==> config.mk <==
export PLATFORM = sky130hd
export DESIGN_NAME = j_slatch_bank
export DESIGN_NICKNAME = d
export VERILOG_FILES = /design/src/rtl/j_slatch_bank.sv
export SDC_FILE = /design/constraint.sdc
export NUM_CORES = 1
export LEC_CHECK = 0
export ABC_AREA = 1
export BUFFER_PORTS_ARGS = -buffer_cell sky130_fd_sc_hd__buf_2
export CAP_MARGIN = 20
export CORE_UTILIZATION = 25
export DETAILED_ROUTE_END_ITERATION = 10
export MAX_ROUTING_LAYER = met4
export SETUP_SLACK_MARGIN = 0.05
export SYNTH_ARGS = -nofsm -noshare
export SYNTH_HDL_FRONTEND = slang
export SYNTH_SLANG_ARGS = --single-unit
==> constraint.sdc <==
create_clock -name sys_clk -period 2 [get_ports sys_clk]
set_input_delay 0.2 -clock sys_clk [delete_from_list [all_inputs] [get_ports sys_clk]]
set_output_delay 0.2 -clock sys_clk [all_outputs]
set_load 0.02 [all_outputs]
==> src/rtl/j_slatch_bank.sv <==
// j_slatch_bank: CH-channel, W-bit double-buffered latch bank clocked on
// sys_clk, written on rising edges of the logical clock clk.
// Ports: sys_clk, reset (async, active high), clk, en[CH], d[CH*W],
//        commit, q[CH*W], pend[CH], ovf[CH], pend_cnt, busy.
// Optional: define J_SLATCH_BANK_CLR_EN to add clr[CH], which loads
//           RESET_VAL into a channel on an edge, with priority over en.
module j_slatch_bank #(
    parameter int              CH          = 4,
    parameter int              W           = 8,
    parameter bit              AUTO_COMMIT = 1'b0,
    parameter logic [W-1:0]    RESET_VAL   = '0
) (
    input  logic                      sys_clk,
    input  logic                      reset,
    input  logic                      clk,
    input  logic [CH-1:0]             en,
    input  logic [CH*W-1:0]           d,
    input  logic                      commit,
`ifdef J_SLATCH_BANK_CLR_EN
    input  logic [CH-1:0]             clr,
`endif
    output logic [CH*W-1:0]           q,
    output logic [CH-1:0]             pend,
    output logic [CH-1:0]             ovf,
    output logic [$clog2(CH+1)-1:0]   pend_cnt,
    output logic                      busy
);

    localparam int CW = $clog2(CH+1);

    logic            clk_d;
    logic            edge_w;
    logic [W-1:0]    stage [CH];
    logic [CH-1:0]   clr_w;
    logic [CH-1:0]   wr;
    logic [W-1:0]    wdat [CH];
    logic [CH-1:0]   pend_nxt;
    logic [CH-1:0]   ovf_nxt;
    logic [CW-1:0]   cnt_nxt;

`ifdef J_SLATCH_BANK_CLR_EN
    assign clr_w = clr;
`else
    assign clr_w = '0;
`endif

    // clk_d resets to 1 so a clk held high across reset is not an edge.
    assign edge_w = clk & ~clk_d;
    assign busy   = |pend;

    always_comb begin
        pend_nxt = pend;
        ovf_nxt  = ovf;
        cnt_nxt  = '0;
        for (int i = 0; i < CH; i++) begin
            wr[i]   = edge_w & (en[i] | clr_w[i]);
            wdat[i] = clr_w[i] ? RESET_VAL : d[i*W +: W];
        end
        if (!AUTO_COMMIT) begin
            if (commit) begin
                pend_nxt = '0;
                ovf_nxt  = '0;
            end
            // A write beats the commit clear for pend; ovf compares against
            // the pre-commit pend, which is being committed, so it stays 0.
            for (int i = 0; i < CH; i++) begin
                if (wr[i]) begin
                    pend_nxt[i] = 1'b1;
                    ovf_nxt[i]  = ~commit & (ovf[i] | pend[i]);
                end
            end
        end
        for (int i = 0; i < CH; i++) begin
            cnt_nxt = cnt_nxt + CW'(pend_nxt[i]);
        end
    end

    always_ff @(posedge sys_clk or posedge reset) begin
        if (reset) begin
            clk_d    <= 1'b1;
            q        <= {CH{RESET_VAL}};
            pend     <= '0;
            ovf      <= '0;
            pend_cnt <= '0;
            for (int i = 0; i < CH; i++) begin
                stage[i] <= RESET_VAL;
            end
        end else begin
            clk_d    <= clk;
            pend     <= pend_nxt;
            ovf      <= ovf_nxt;
            pend_cnt <= cnt_nxt;
            for (int i = 0; i < CH; i++) begin
                if (AUTO_COMMIT) begin
                    if (wr[i]) begin
                        q[i*W +: W] <= wdat[i];
                    end
                end else begin
                    if (commit && pend[i]) begin
                        q[i*W +: W] <= stage[i];
                    end
                    if (wr[i]) begin
                        stage[i] <= wdat[i];
                    end
                end
            end
        end
    end

endmodule

==> metrics.yaml <==
drt:
  drt-met1-wl_mm: 3.67
  viasPerCell: 4.28
  wl_met2_mm: 3.94
  via_count: 2523
  first_pass_iters: 4
  drc: 0
  drtIter0Drc: 118
  wl_mm: 8.15
  wl_met3_um: 387
  antenna_left: 0
  topRoutingLayerUsed: "met4"
  avgRoutedWirePerCell_um: 13.8
sta:
  setup_viol: 0
  maxSlewHeadroom: 0.634
  setup_tns_ps: 0
  rsz0062_at_grt: "no"
  hold_violations: 0
  finalClockSkew_ps: 4.66
  fin_crit_ps: 1870
  setup_ws_ps: 126
  fmax_mhz: 534
  max_slew.worst_pin.slew_ps: 548
  period_share: 0.937
  drv_slew: 0
grt:
  grt_pass1_vias: 2616
  antenna_found_initial: 0
  grt_overflow_total: 0
  grt_max_degree: 41
  grt_usage: 0.134
  grt_pass1_wl_mm: 13.1
power:
  pwr-share-clk: 0.357
  power.leakage_nw: 2.22
  sw_frac_of_total: 0.297
  p_comb_frac: 0.201
  ir_drop_uv: 402
  p_int_mw: 3.16
  p_seq_frac: 0.442
  power_density_nw_per_um2: 1100
  power_mw: 4.49
  p_switching_mw: 1.33
setup_path:
  crit_start: "clk_d"
  reg2reg_from: "clk_d"
  cp-end-kind: "flop"
  worstPathRequired_ps: 2200
  ff2ff_path_depth: 6
  reg2reg_slack_ps: 130
  crit_fanout: 18
  crit_arrival_ps: 2080
  crit_end: "pend_cnt[1]"
  worstReg2RegEnd: "pend_cnt[1]"
  crit_type: "flop to flop"
  start_kind: "flop"
cts:
  h-tree-depth: 3
  cts_buffers: 9
  cts.sinks: 76
  cts_root_buf: "clkbuf_16"
  path_clk_slew_ps: 60
  clock_latency_ps: 320
  cts_tree: "done"
  clk_path_buf_depth: 2
yosys:
  yosys-top-cells-area: "dfrtp_1 (58%), nand2_1 (16%), nand4_1 (6.2%)"
  synth_cells: 325
  synth_top_area_share: 0.578
  netlist_area_um2: 3250
  syn_nets: 368
  synth.avg_cell_area_um2: 10.0
  yosysTopAreaCell: "dfrtp_1"
  synth_warnings: 0
  synthDistinctLibCells: 19
  synth_seq_cells: 76
  seq_area_frac_synth: 0.586
flow_run:
  cap_violations: 0
floorplan:
  boundaryPins: 84
  core_area_um2: 12700
  die-width_um: 116
  die_area_um2: 13500
  initial_utilization: 0.256
  die_height_um: 116
  num_rows: 41
place:
  place_inst: 572
  dp_hpwl_mm: 6.08
  gp_congestion: 0.753
  pre_cts_ws_ps: 124
  port_buffers: 83
layout:
  num_antenna_cells: 0
  n_fill_cell: 1344
  nNetsFinal: 455
  layout_common_cells: "nand2_1 (137), buf_2 (83), dfrtp_1 (75), nand3_1 (32), nand4_1 (32)"
  drive_gt1_frac: 0.290
  area_growth_pct: 25.3
  fin_cells: 589
  layout_commonest_cell: "nand2_1"
hold_path:
  worstHoldPathCells: 3
  hold_path_class: "primary input to flop"
status:
  status: "finished clean"
-- power by group through the flow --
stage / sequential, mW / combinational (mW) / clock (mW)
global route: 2.02 / 1.01 / 1.71
floorplan: 2.21 / 0.370 / 0
finish: 1.98 / 0.904 / 1.60
global placement: 2.00 / 0.903 / 0
CTS: 1.99 / 0.926 / 1.65
detailed placement: 2.01 / 0.923 / 0
-- worst min path at each step --
| stage | start | endpoint |
|---|---|---|
| 3_5_place_dp | reset | q[14] |
| 6_report | d[28] | stage[4] |
| 4_1_cts | d[26] | stage[2] |
| 2_1_floorplan | clk | clk_d |
| 3_3_place_gp | reset | q[14] |
| 5_1_grt | d[28] | stage[4] |
-- layout make-up --
type	instances	area, um^2	share of cell area
clock inverter	4	47.5	0.0117
tap	172	215	0.0528
multi-input combinational	222	1090	0.267
clock buffer	12	256	0.0630
timing repair buffer	96	528	0.130
inverter	7	35.0	0.00860
sequential	76	1900	0.467
-- synth_stat cells --
cell / number
ha_1: 2
buf_2: 3
inv_1: 5
nand3_1: 32
nor2_1: 6
buf_12: 4
dfstp_2: 1
buf_6: 5
clkinv_1: 1
inv_4: 1
dfrtp_1: 75
clkbuf_8: 3
buf_4: 5
o21bai_1: 4
nand4_1: 32
nand2_4: 4
fa_1: 1
nand2_1: 137
nand3_4: 4
-- worst max-delay path, stage by stage, from the launching register on --
cell and delay [ps]:
dfstp_2 550, inv_6 80, nand3_4 70, nand2_1 90, fa_1 490, ha_1 200
ha_1 270
-- routing by layer --
| metal | GRT usage | up-vias |
|---|---|---|
| li1 | - | 1237 |
| met3 | 0.0303 | 10 |
| met1 | 0.163 | 1207 |
| met5 | - | - |
| met2 | 0.218 | 69 |
| met4 | 0.0504 | 0 |
-- per-stage QoR --
step / area [um^2] / utilization / hold slack (ps)
after floorplan: 3250 / - / 204
after global placement: 3760 / 0.296 / 280
after detailed placement: 3760 / 0.296 / 285
after CTS: 4070 / 0.321 / 115
after global routing: 4070 / 0.321 / 124
final: 4070 / 0.321 / 127
-- logic make-up (layout without fill, tap and decap cells) --
family | Yosys count | in the layout | synth area share
DFF | 76 | 76 | 0.586
buffers and inverters | 27 | 119 | 0.0797
adders and majority gates | 3 | 3 | 0.0139
and+or+nand+nor | 215 | 215 | 0.312
AOI/OAI and AO/OA | 4 | 4 | 0.00924
-- flip-flops by register name (all words and copies together) (netlist names) --
register and count:
pend_cnt 3, clk_d 1, ovf 4, q 32, pend 4, stage 32
-- repair_timing --
item / CTS / global route
hold buffers: 1 / 0
resized for setup: 0 / 1
hold endpoints to repair: 20 / 0
endpoints found under the setup margin: 0 / 1
buffers inserted: 0 / 0
(Power assumes the default switching activity.)
